<file path="src/rtl/dmem_arbiter.sv">
// -----------------------------------------------------------------------------
// dmem_arbiter
//   Shares the single-port data RAM between the pipeline MEM stage (CPU port)
//   and the DMA/debug loader (DMA port). At most one RAM access per cycle.
//   CPU has fixed priority. A DMA wait counter forces a DMA win after MAX_WAIT
//   consecutive denied cycles. Once granted, the DMA may hold the RAM for a
//   burst of up to 2**BLW-1 beats. Read data comes straight from ram_dout.
//   A registered rvalid marks it one cycle after the granted read.
//
// Ports
//   clk, reset                 clock; asynchronous active-high reset
//   cpu_req/we/addr/wdata      CPU request (held until cpu_gnt)
//   cpu_gnt                    CPU access issued this cycle (comb)
//   cpu_rvalid, cpu_rdata      CPU read return
//   dma_req/we/addr/wdata      DMA request (held until dma_gnt)
//   dma_burst_len              burst beats, sampled on first grant (0 -> 1)
//   dma_gnt                    DMA access issued this cycle (comb)
//   dma_rvalid, dma_rdata      DMA read return
//   dma_burst_done             final granted beat of a DMA burst
//   ram_we/addr/din, ram_dout  RAM port (RAM writes on negedge, reads on posedge)
// -----------------------------------------------------------------------------
module dmem_arbiter #(
    parameter int AW       = 10,
    parameter int DW       = 32,
    parameter int MAX_WAIT = 4,
    parameter int BLW      = 4
) (
    input  logic          clk,
    input  logic          reset,
    input  logic          cpu_req,
    input  logic          cpu_we,
    input  logic [AW-1:0] cpu_addr,
    input  logic [DW-1:0] cpu_wdata,
    output logic          cpu_gnt,
    output logic          cpu_rvalid,
    output logic [DW-1:0] cpu_rdata,
    input  logic          dma_req,
    input  logic          dma_we,
    input  logic [AW-1:0] dma_addr,
    input  logic [DW-1:0] dma_wdata,
    input  logic [BLW-1:0] dma_burst_len,
    output logic          dma_gnt,
    output logic          dma_rvalid,
    output logic [DW-1:0] dma_rdata,
    output logic          dma_burst_done,
    output logic          ram_we,
    output logic [AW-1:0] ram_addr,
    output logic [DW-1:0] ram_din,
    input  logic [DW-1:0] ram_dout
);

    localparam int SW = 4;  // MAX_WAIT is at most 15
    localparam logic [SW-1:0]  MAX_W   = SW'(MAX_WAIT);
    localparam logic [BLW-1:0] BL_ONE  = BLW'(1);

    typedef enum logic {ARB, BURST} state_t;

    typedef struct packed {
        logic          we;
        logic [AW-1:0] addr;
        logic [DW-1:0] wdata;
    } req_t;

    state_t         state, state_nxt;
    logic [BLW-1:0] remaining, rem_nxt;
    logic [SW-1:0]  starve_cnt;
    req_t           cpu_r, dma_r, ram_r;

    assign cpu_r = '{we: cpu_we, addr: cpu_addr, wdata: cpu_wdata};
    assign dma_r = '{we: dma_we, addr: dma_addr, wdata: dma_wdata};

    // State register
    always_ff @(posedge clk or posedge reset) begin
        if (reset) begin
            state     <= ARB;
            remaining <= '0;
        end else begin
            state     <= state_nxt;
            remaining <= rem_nxt;
        end
    end

    // Next-state logic
    always_comb begin
        state_nxt = state;
        rem_nxt   = remaining;
        case (state)
            ARB: begin
                // A zero burst length behaves like one, so only >1 opens a burst
                if (dma_gnt && dma_burst_len > BL_ONE) begin
                    state_nxt = BURST;
                    rem_nxt   = dma_burst_len - BL_ONE;
                end
            end
            BURST: begin
                if (!dma_req) begin
                    // Requester dropped out: abandon the rest of the burst
                    state_nxt = ARB;
                    rem_nxt   = '0;
                end else begin
                    rem_nxt = remaining - BL_ONE;
                    if (remaining == BL_ONE) state_nxt = ARB;
                end
            end
            default: begin
                state_nxt = ARB;
                rem_nxt   = '0;
            end
        endcase
    end

    // Output logic: grants, burst-done, RAM mux
    always_comb begin
        cpu_gnt        = 1'b0;
        dma_gnt        = 1'b0;
        dma_burst_done = 1'b0;
        if (!reset) begin
            case (state)
                ARB: begin
                    if (dma_req && starve_cnt == MAX_W) dma_gnt = 1'b1;
                    else if (cpu_req)                   cpu_gnt = 1'b1;
                    else if (dma_req)                   dma_gnt = 1'b1;
                    dma_burst_done = dma_gnt && (dma_burst_len <= BL_ONE);
                end
                BURST: begin
                    dma_gnt        = dma_req;
                    dma_burst_done = dma_req && (remaining == BL_ONE);
                end
                default: ;
            endcase
        end

        ram_r = '0;
        if (cpu_gnt)      ram_r = cpu_r;
        else if (dma_gnt) ram_r = dma_r;
    end

    assign ram_we   = ram_r.we & (cpu_gnt | dma_gnt);
    assign ram_addr = ram_r.addr;
    assign ram_din  = ram_r.wdata;

    // Starvation counter: counts denied DMA cycles, saturating
    always_ff @(posedge clk or posedge reset) begin
        if (reset)
            starve_cnt <= '0;
        else if (dma_gnt)
            starve_cnt <= '0;
        else if (dma_req && starve_cnt != MAX_W)
            starve_cnt <= starve_cnt + 1'b1;
    end

    // Read return: RAM output is registered on posedge, so data and valid line up
    always_ff @(posedge clk or posedge reset) begin
        if (reset) begin
            cpu_rvalid <= 1'b0;
            dma_rvalid <= 1'b0;
        end else begin
            cpu_rvalid <= cpu_gnt & ~cpu_we;
            dma_rvalid <= dma_gnt & ~dma_we;
        end
    end

    assign cpu_rdata = ram_dout;
    assign dma_rdata = ram_dout;

endmodule

</file>
<file path="config.mk">
export PLATFORM = sky130hd
export DESIGN_NAME = dmem_arbiter
export DESIGN_NICKNAME = d
export VERILOG_FILES = /design/src/rtl/dmem_arbiter.sv
export SDC_FILE = /design/constraint.sdc
export NUM_CORES = 1
export LEC_CHECK = 0
export ABC_AREA = 0
export ABC_CLOCK_PERIOD_IN_PS = 4000
export BUFFER_PORTS_ARGS = -buffer_cell sky130_fd_sc_hd__buf_2
export CAP_MARGIN = 20
export CORE_AREA = 5 5 89 91
export CTS_BUF_LIST = sky130_fd_sc_hd__clkbuf_8 sky130_fd_sc_hd__clkbuf_16
export CTS_CLUSTER_DIAMETER = 50
export CTS_CLUSTER_SIZE = 30
export DETAILED_ROUTE_END_ITERATION = 10
export DIE_AREA = 0 0 94 96
export GPL_TIMING_DRIVEN = 0
export PLACE_DENSITY = 0.71
export SYNTH_ARGS = -nofsm -noshare
export SYNTH_HDL_FRONTEND = slang
export SYNTH_SLANG_ARGS = --single-unit
export TNS_END_PERCENT = 100
</file>
<file path="constraint.sdc">
create_clock -name clk -period 4 [get_ports clk]
set_input_delay 0.8 -clock clk [delete_from_list [all_inputs] [get_ports clk]]
set_output_delay 0.8 -clock clk [all_outputs]
set_load 0.01 [all_outputs]
</file>
Word-level counts from Yosys, hierarchy flattened. Index checks and enable logic that the tools add are counted.

Bits in registers: 11. Bits in latches: 0. Bits of input ports: 126. Output and inout bits: 112. Memories kept: 0. Word-level logic and storage cells: 51. RAM bits: 0. Bits in read-only memories: 0.

Equality and inequality tests: 4. Muxes and demuxes: 24. Reduce and logical (&&, ||, !) cells: 6. Shift operators: 0. Bitwise logic cells: 7. Multipliers: 0. Div/mod/pow operators: 0. Add/subtract/negate cells: 3. Order comparisons: 2.

Operator list (count): 43-bit two-way mux (2); 4-bit two-way mux (4); 1-bit two-way mux (14); 4-bit one-hot mux with 2 select lines (1); 4-bit by 1-bit subtractor with 4-bit output (second input constant) (2); 1-bit one-hot mux with 2 select lines (3); 1-bit logical AND (5); 4-bit by 1-bit adder with 4-bit output (second input constant) (1); 4-bit by 1-bit equality test with 1-bit output (second input constant) (1); 4-bit by 3-bit equality test with 1-bit output (second input constant) (1); 4-bit by 1-bit greater-than comparator with 1-bit output (second input constant) (1); 4-bit by 1-bit <= comparator with 1-bit output (second input constant) (1); 4-bit by 3-bit inequality test with 1-bit output (second input constant) (1); 1-bit AND (3); 1-bit inverter (3); 2-bit inequality test (second input constant) (1); 2-bit nonzero test (1); 1-bit OR (1).

Logic depth before layout (Yosys ltp). Gate-level depths: netlist of the first run.

Depth in word-level cells: 10. Mapped depth: 8. Gate-level depth less buffers: 6.

Worst setup path after synthesis of the first run. OpenSTA, ideal clock, no wires.

Path type: input port to output port. Start point: in dma_req. End point: out ram_addr[1]. Cell stages on the path: 5. Path slack: 1395 ps. Data arrival time: 1805 ps. Buffers on the path: 1. Required time: 3200 ps. Path through: and4b_4 > nor3_4 > clkbuf_1 > nand2_1 > a21oi_1.

Longest elaborated chain between the ends: 9. Elaborated cells on any way between the ends: 13. Those cells by class: mux: 12; reduce/logical: 1.

RTL lines: start: declaration (line 37) `input logic dma_req,`; 1-bit two-way mux (line 122) `else if (dma_req) dma_gnt = 1'b1;`; 1-bit two-way mux (line 121) `else if (cpu_req) cpu_gnt = 1'b1;`; 1-bit two-way mux (line 120) `if (dma_req && starve_cnt == MAX_W) dma_gnt = 1'b1;`; 1-bit two-way mux (line 118) `case (state)`; 1-bit two-way mux (line 117) `if (!reset) begin`; 1-bit one-hot mux with 2 select lines (line 118); 1-bit two-way mux (line 117); 43-bit two-way mux (line 135) `else if (dma_gnt) ram_r = dma_r;`; 43-bit two-way mux * (line 134) `if (cpu_gnt) ram_r = cpu_r;`; end: declaration (line 47) `output logic [AW-1:0] ram_addr,`.

Every way passes the cells marked *; elsewhere a longest branch is shown, timed or not. The select of a mux whose other input is x is not followed.

Final worst setup path of the first run.
Start point: in dma_req. End point: out ram_din[13].

Longest elaborated chain between the ends: 9. Elaborated cells on any way between the ends: 13. Those cells by class: mux: 12; reduce/logical: 1.

RTL lines: 1-bit two-way mux (line 122); 1-bit two-way mux (line 121); 1-bit two-way mux (line 120); 1-bit two-way mux (line 118); 1-bit two-way mux (line 117); 1-bit one-hot mux with 2 select lines (line 118); 1-bit two-way mux (line 117); 43-bit two-way mux (line 135); 43-bit two-way mux * (line 134); end: declaration (line 48) `output logic [DW-1:0] ram_din,`.

Marked as above.

==> impl_metrics.env, run 1 <==
export IMPL_max_freq_mhz=308
export IMPL_track_usage=0.188
export IMPL_die_w_um=94
export IMPL_layout_common_cells="buf_2, buf_4, nand2_1"
export IMPL_synth_seq_cells=11
export IMPL_internal_power_mw=0.465
export IMPL_crit_required_ps=3200
export IMPL_yosysTopAreaCellShare=0.251
export IMPL_cts_buffer_depth=2
export IMPL_r2r_end="remaining[1]"
export IMPL_leakage_nw=1.78
export IMPL_worst_hold_startpoint="remaining[0]"
export IMPL_drt_iter0_drc=99
export IMPL_port_buffers=205
export IMPL_io_pin_count=238
export IMPL_tns_ps=0
export IMPL_switching_share=0.435
export IMPL_end_kind="output pin"
export IMPL_drive_gt1_frac=0.569
export IMPL_netlist_area_um2=1950
export IMPL_path_clk_slew_ps=50
export IMPL_clock_sinks=11
export IMPL_routed_via_count=2704
export IMPL_skew_ps=1.57
export IMPL_overflow=0
export IMPL_grt_pass1_vias=2649
export IMPL_fin_nets=634
export IMPL_cap_violations=0
export IMPL_ys_seq_area_frac=0.141
export IMPL_fin_cells=600
export IMPL_finalSetupViolCount=0
export IMPL_fillers=765
export IMPL_totalWireLength_mm=9.56
export IMPL_rsz0062_at_grt="false"
export IMPL_setup_ws_ps=753
export IMPL_synthesis_nets=424
export IMPL_period_needed_ps=3250
export IMPL_final_common_cell="buf_2"
export IMPL_yosys_top_cells_area="buf_4, dfrtp_1, a21oi_1"
export IMPL_r2r_setup_slack_ps=2050
export IMPL_hp_class="flop to flop"
export IMPL_startpoint="dma_req"
export IMPL_holdPathStages=1
export IMPL_ctsHoldBuffers=0
export IMPL_worstSetupPathType="input port to output pin"
export IMPL_syn_to_final_growth_pct=61.4
export IMPL_drv_slew=0
export IMPL_whs_ps=562
export IMPL_maxSlewHeadroom=0.641
export IMPL_initial_core_util=0.276
export IMPL_design_core_area_um2=7060
export IMPL_multi_input_area_um2=1050
export IMPL_antenna_cells=0
export IMPL_grt_first_pass_wirelength_mm=13.4
export IMPL_drc=0
export IMPL_fp_dieH_um=96
export IMPL_die_area_um2=9020
export IMPL_cts_tree="done"
export IMPL_cts_buffers=3
export IMPL_wire_per_inst_um=15.9
export IMPL_finalHoldViolations=0
export IMPL_timing_rr_start="starve_cnt[0]"
export IMPL_grt_max_degree=12
export IMPL_pwr_share_clk=0.133
export IMPL_p_comb_frac=0.643
export IMPL_tightestPinTransition_ps=539
export IMPL_seqPwrFrac=0.224
export IMPL_firstDrtPassIters=5
export IMPL_dp_cells=596
export IMPL_cts_max_level=1
export IMPL_reg2reg_depth=6
export IMPL_num_rows=31
export IMPL_postCtsSetupBuffers=0
export IMPL_antenna_found_initial=0
export IMPL_via_per_inst=4.51
export IMPL_clk_latency_ps=240
export IMPL_whs_endpoint="remaining[0]"
export IMPL_cts_root_buf="clkbuf_8"
export IMPL_period_share=0.812
export IMPL_asyncSetResetFlopFracSynth=1.00
export IMPL_dpl_worst_slack_ps=771
export IMPL_regArea_um2=275
export IMPL_ant_nets=0
export IMPL_synth_edf_count=0
export IMPL_outcome="complete, no violations"
export IMPL_synth_area_leader_cell="buf_4"
export IMPL_synth_cell_types=34
export IMPL_hpwl_mm=8.26
export IMPL_path_max_fanout=10
export IMPL_pwr_density_cell_nw_per_um2=262
export IMPL_gp_congestion=0.832
export IMPL_syn_area_per_cell_um2=6.66
export IMPL_cp_arrival_ps=2450
export IMPL_crit_path_start_kind="input port"
export IMPL_p_switching_mw=0.358
export IMPL_ir_drop_mv=0.134
export IMPL_yosys_warnings=0
export IMPL_synth_ff_type="dfrtp_1"
export IMPL_syn_inst=292
export IMPL_ctsResizeCount=0
[registers in the layout, summed over array words and instances, names as in the netlist]
name        cells
remaining       4
cpu_rvalid      1
starve_cnt      4
dma_rvalid      1
state           1
[metal layers]
metal  up-vias  wire length, um  track usage
met5         -                0            0
met4         0               53       0.0217
met3         4             1030       0.0610
met2       140             4570        0.306
met1      1218             3900        0.251
li1       1342                -            -
[cell type report]
type	instances	area share
flip-flops and latches	11	0.0876
repair buffers	205	0.327
clock inverters	1	0.00120
multi-input cells	188	0.333
well taps	99	0.0394
plain buffers	84	0.188
clock buffers	3	0.0131
inverters	9	0.0108
[how the worst max path moves through the flow]
stage | end | slack (ps) | cells past startpoint
3_5_place_dp | ram_din[13] | 770 | 7
6_report | ram_din[13] | 750 | 7
4_1_cts | ram_din[13] | 760 | 7
3_3_place_gp | ram_din[13] | 800 | 7
2_1_floorplan | ram_addr[1] | 1400 | 5
5_1_grt | ram_din[15] | 570 | 8
[per-stage QoR]
step | total power, mW | util | instance area [um^2]
2_1_floorplan | 0.522 | - | 1950
3_3_place_gp | 0.698 | 0.438 | 3100
3_5_place_dp | 0.716 | 0.438 | 3100
4_1_cts | 0.829 | 0.445 | 3140
5_1_grt | 0.893 | 0.445 | 3140
6_report | 0.823 | 0.445 | 3140
[power groups by stage]
stage	Clock, mW	Sequential, mW	Combinational (mW)
after floorplan	0	0.177	0.344
after global placement	0	0.183	0.516
after detailed placement	0	0.186	0.530
after CTS	0.111	0.184	0.534
after global routing	0.119	0.191	0.583
final	0.109	0.185	0.529
[synth_stat cells (2+ instances only)]
cell / number
a21oi_1: 46
buf_4: 65
buf_6: 4
clkbuf_1: 14
dfrtp_1: 11
ha_1: 6
inv_1: 8
mux2i_1: 3
nand2_1: 48
nand3_1: 45
nor2_1: 8
nor3_1: 3
o21ai_0: 3
o22ai_1: 3
or3_1: 2
xnor2_1: 3
xor2_1: 3
[cell families (layout without fill, tap and decap cells)]
kind of cell | after synthesis | in the layout | synth area share
AO/OA/AOI/OAI | 56 | 56 | 0.161
flip-flops | 11 | 11 | 0.141
AND/OR/NAND/NOR | 115 | 115 | 0.284
multiplexers | 5 | 5 | 0.0270
buffers and inverters | 93 | 302 | 0.321
adder cells (fa/ha/maj) | 6 | 6 | 0.0386
XOR/XNOR | 6 | 6 | 0.0270
[critical path, stage by stage]
cell      delay (ps)
buf_2            140
and4b_4          220
nor3_4           340
clkbuf_1         450
nand2_1          110
a21oi_1          200
buf_2            180
(Power assumes the default switching activity.)
==> run 2: changes to the inputs <==
Settings changed: ABC_CLOCK_PERIOD_IN_PS 4000 to 2700, PLACE_DENSITY 0.71 to 0.73.
Clock period 4 ns to 2.7 ns, I/O delays scaled along.
==> run 2 against run 1 <==
  * Count of clock-buffer cells in the layout did not move
  * Register-to-register slack got worse by 1200 ps
  * First-iteration DRC count fell by 3.0%
  * Global-route usage fell by 0.31 points
  * Sequential power rose by 49%
  * Non-clock buffer count rose by 5
  * Flip-flop and latch count did not move
  * Final cell count rose by 0.83%
  * Wire length fell by 0.53%
  * Critical path type is now flop to output pin
==> impl_metrics.env, run 2 (synthesized netlist as in run 1, its figures left out) <==
export IMPL_hp_class="input port to flop"
export IMPL_syn_to_final_growth_pct=65.4
export IMPL_setup_ws_ps=99.3
export IMPL_grt_pass1_vias=2721
export IMPL_max_freq_mhz=385
export IMPL_hpwl_mm=8.16
export IMPL_pwr_share_clk=0.126
export IMPL_cts_buffer_depth=2
export IMPL_drc=0
export IMPL_design_core_area_um2=7060
export IMPL_drt_iter0_drc=96
export IMPL_clock_sinks=11
export IMPL_finalSetupViolCount=0
export IMPL_cts_root_buf="clkbuf_8"
export IMPL_cp_arrival_ps=2060
export IMPL_fin_cells=605
export IMPL_reg_top3="remaining: 4 flops, starve_cnt: 4 flops"
export IMPL_die_area_um2=9020
export IMPL_via_per_inst=4.55
export IMPL_outcome="complete, no violations"
export IMPL_io_pin_count=238
export IMPL_fillers=771
export IMPL_leakage_nw=1.83
export IMPL_period_needed_ps=2600
export IMPL_crit_path_start_kind="flop"
export IMPL_pwr_density_cell_nw_per_um2=394
export IMPL_whs_ps=485
export IMPL_fp_dieH_um=96
export IMPL_antenna_cells=0
export IMPL_cap_violations=0
export IMPL_num_rows=31
export IMPL_ir_drop_mv=0.208
export IMPL_overflow=0
export IMPL_track_usage=0.185
export IMPL_layout_common_cells="buf_2, buf_4, nand2_1"
export IMPL_totalWireLength_mm=9.50
export IMPL_switching_share=0.428
export IMPL_ant_nets=0
export IMPL_tns_ps=0
export IMPL_drive_gt1_frac=0.593
export IMPL_end_kind="output pin"
export IMPL_cts_tree="done"
export IMPL_final_common_cell="buf_2"
export IMPL_firstDrtPassIters=4
export IMPL_antenna_found_initial=0
export IMPL_clk_latency_ps=240
export IMPL_die_w_um=94
export IMPL_path_max_fanout=10
export IMPL_maxSlewHeadroom=0.638
export IMPL_worstSetupPathType="flop to output pin"
export IMPL_wire_per_inst_um=15.7
export IMPL_routed_via_count=2755
export IMPL_crit_required_ps=2160
export IMPL_grt_first_pass_wirelength_mm=13.4
export IMPL_p_comb_frac=0.657
export IMPL_cts_max_level=1
export IMPL_cts_buffers=3
export IMPL_initial_core_util=0.276
export IMPL_period_share=0.963
export IMPL_port_buffers=205
export IMPL_dpl_worst_slack_ps=-18.2
export IMPL_tightestPinTransition_ps=543
export IMPL_fin_nets=639
export IMPL_dp_cells=596
export IMPL_path_clk_slew_ps=50
export IMPL_grt_max_degree=12
export IMPL_power_mw=1.27
export IMPL_drv_slew=0
export IMPL_gp_congestion=0.809
export IMPL_p_switching_mw=0.542
export IMPL_skew_ps=3.02
export IMPL_finalHoldViolations=0
export IMPL_seqPwrFrac=0.217
export IMPL_internal_power_mw=0.725
[run 2: changes by cell type in the layout (fill, tap and decap cells not counted), sizes merged]
cell | before | now
buf | 275 | 281
clkbuf | 17 | 16
[run 2: stage by stage]
stage	area [um^2]	util
after global placement	3100	0.438
after CTS	3170	0.449
final	3220	0.456
after global routing	3220	0.456
after floorplan	1950	-
after detailed placement	3100	0.438
[run 2: critical path, cell delays in order, from the launching register on]
cell and delay [ps]:
dfrtp_1 380, inv_1 90, ha_4 180, and4b_4 200, or3_4 340, buf_6 160, buf_6 140, nand3_1 100
a21oi_2 70, buf_2 170
[run 2: cell type report]
type,count,area [um^2],area share
multi-input combinational,188,1070,0.333
buffer,84,608,0.189
timing repair buffer,210,1060,0.330
clock inverter,1,3.75,0.00117
inverter,9,33.8,0.0105
clock buffer,3,41.3,0.0128
tap,99,124,0.0385
sequential,11,275,0.0855
[run 2: what timing repair did]
item                       4_1_cts  5_1_grt
hold buffers                     0        0
setup endpoints to repair       39       39
pin swaps                        1        2
gates cloned                     0        1
setup buffers                    3        1
resized for setup                5       16
[run 2: routing by layer]
metal / up-vias / track usage / wire length, um
li1: 1347 / - / -
met1: 1255 / 0.230 / 3610
met2: 147 / 0.321 / 4780
met3: 6 / 0.0625 / 1070
met4: 0 / 0.0181 / 42
met5: - / 0 / 0
[run 2: power by group through the flow]
stage	registers, mW	clock network [mW]	logic, mW
finish	0.275	0.160	0.833
global route	0.285	0.172	0.925
CTS	0.273	0.162	0.804
detailed placement	0.276	0	0.783
global placement	0.270	0	0.758
floorplan	0.263	0	0.510
[run 2: final timing paths]
kind | from | to | slack (ps) | cells after the start
setup / recovery | starve_cnt[1] | ram_din[14] | 100 | 9
hold / removal | cpu_we | cpu_rvalid | 490 | 2
setup reg to reg | starve_cnt[1] | remaining[1] | 840 | 6
hold reg to reg | starve_cnt[3] | starve_cnt[3] | 570 | 2
max in group asynchronous | reset | remaining[2] | 1620 | 4
min in group asynchronous | reset | dma_rvalid | 880 | 4
==> run 3: changes to the inputs <==
Settings changed: CORE_AREA 5 5 89 91 to 2 2 91 93, DIE_AREA 0 0 94 96 to 0 0 93 95, PLACE_DENSITY 0.73 to 0.67.
==> run 3 against run 2 <==
  * Clock skew is 1.9 ps higher
  * Total power down 0.46%
  * Flip-flop and latch count unchanged
  * Count of clock-buffer cells in the layout unchanged
==> impl_metrics.env, run 3 (synthesized netlist as in run 1, its figures left out) <==
export IMPL_outcome="complete, no violations"
export IMPL_fin_cells=609
export IMPL_grt_max_degree=12
export IMPL_firstDrtPassIters=4
export IMPL_crit_path_start_kind="flop"
export IMPL_end_kind="output pin"
export IMPL_internal_power_mw=0.731
export IMPL_skew_ps=4.96
export IMPL_tightestPinTransition_ps=617
export IMPL_ant_nets=0
export IMPL_gp_congestion=0.869
export IMPL_totalWireLength_mm=8.00
export IMPL_finalSetupViolCount=0
export IMPL_grt_first_pass_wirelength_mm=11.6
export IMPL_drt_iter0_drc=67
export IMPL_cts_buffers=3
export IMPL_switching_share=0.421
export IMPL_syn_to_final_growth_pct=66.8
export IMPL_cts_buffer_depth=2
export IMPL_cts_root_buf="clkbuf_8"
export IMPL_cp_arrival_ps=2050
export IMPL_drv_slew=0
export IMPL_grt_pass1_vias=2349
export IMPL_r2r_setup_slack_ps=870
export IMPL_drive_gt1_frac=0.599
export IMPL_cts_max_level=1
export IMPL_tns_ps=0
export IMPL_wire_per_inst_um=13.1
export IMPL_fillers=843
export IMPL_dp_cells=602
export IMPL_drc=0
export IMPL_seqPwrFrac=0.216
export IMPL_p_switching_mw=0.531
export IMPL_finalInstanceArea_um2=3240
export IMPL_hp_class="input port to flop"
export IMPL_final_common_cell="buf_2"
export IMPL_track_usage=0.163
export IMPL_path_max_fanout=10
export IMPL_max_freq_mhz=386
export IMPL_leakage_nw=1.82
export IMPL_setup_ws_ps=110
export IMPL_cts_tree="done"
export IMPL_ctsHoldBuffers=0
export IMPL_cap_violations=0
export IMPL_die_area_um2=8840
export IMPL_ir_drop_mv=0.168
export IMPL_fin_nets=637
export IMPL_pwr_density_cell_nw_per_um2=389
export IMPL_num_rows=33
export IMPL_path_clk_slew_ps=50
export IMPL_antenna_cells=0
export IMPL_design_core_area_um2=7930
export IMPL_finalHoldViolations=0
export IMPL_crit_required_ps=2160
export IMPL_layout_common_cells="buf_2, buf_4, nand2_1"
export IMPL_clk_latency_ps=230
export IMPL_period_share=0.959
export IMPL_via_per_inst=4.37
export IMPL_hpwl_mm=6.65
export IMPL_fp_dieH_um=95
export IMPL_initial_core_util=0.245
export IMPL_period_needed_ps=2590
export IMPL_pwr_share_clk=0.123
export IMPL_power_mw=1.26
export IMPL_port_buffers=205
export IMPL_p_comb_frac=0.662
export IMPL_dpl_worst_slack_ps=-5.05
export IMPL_worstSetupPathType="flop to output pin"
export IMPL_maxSlewHeadroom=0.589
export IMPL_dpl_cell_area_um2=3100
export IMPL_die_w_um=93
export IMPL_routed_via_count=2664
export IMPL_reg_top3="remaining: 4 flops, starve_cnt: 4 flops"
export IMPL_antenna_found_initial=0
export IMPL_clock_sinks=11
export IMPL_io_pin_count=238
export IMPL_overflow=0
==> run 3: cell count changes in the layout (fill, tap and decap cells not counted), sizes merged <==
| cell | delta |
|---|---|
| buf | -3 |
| clkbuf | +1 |
==> run 3: repair_timing <==
| item | 4_1_cts | 5_1_grt |
|---|---|---|
| setup endpoints to repair | 39 | 39 |
| gates resized for setup | 5 | 20 |
| setup buffers | 2 | 1 |
| pin swaps | 1 | 3 |
==> run 3: cell type report <==
type,count,area (um^2),share of cell area
well taps,105,131,0.0405
plain buffers,84,609,0.188
clock inverters,1,3.75,0.00116
multi-input cells,188,1090,0.336
repair buffers,208,1060,0.327
flip-flops and latches,11,275,0.0848
clock buffers,3,41.3,0.0127
inverters,9,33.8,0.0104
==> run 3: through the flow <==
step                hold WS [ps]   util
finish                       483  0.409
floorplan                    514      -
detailed placement           546  0.391
CTS                          477  0.402
global placement             541  0.391
global route                 479  0.409
==> run 3: routing by layer <==
metal	vias to the layer above	wire (um)	track usage
met1	1181	3160	0.216
met3	6	670	0.0343
li1	1343	-	-
met2	134	4100	0.274
met4	0	73	0.0306
met5	-	0	0
==> run 3: final timing paths <==
path,cells past startpoint,startpoint,to
setup / recovery,9,starve_cnt[0],ram_din[22]
hold / removal,2,dma_we,dma_rvalid
setup reg to reg,6,starve_cnt[0],remaining[1]
hold reg to reg,1,remaining[0],remaining[0]
max in group asynchronous,4,reset,remaining[0]
min in group asynchronous,4,reset,cpu_rvalid
==> run 3: critical path, cell delays in order, from the launching register on <==
cell     delay, ps
dfrtp_1        410
inv_2          110
ha_4           160
and4b_4        270
or3_1          120
buf_6          160
buf_6          160
nand3_1        100
a21oi_2        180
buf_2          160
==> run 3: power by group through the flow <==
| stage | sequential (mW) | combinational [mW] | clock [mW] |
|---|---|---|---|
| 3_3_place_gp | 0.269 | 0.758 | 0 |
| 3_5_place_dp | 0.273 | 0.778 | 0 |
| 2_1_floorplan | 0.263 | 0.510 | 0 |
| 4_1_cts | 0.270 | 0.802 | 0.163 |
| 5_1_grt | 0.281 | 0.929 | 0.172 |
| 6_report | 0.272 | 0.835 | 0.155 |
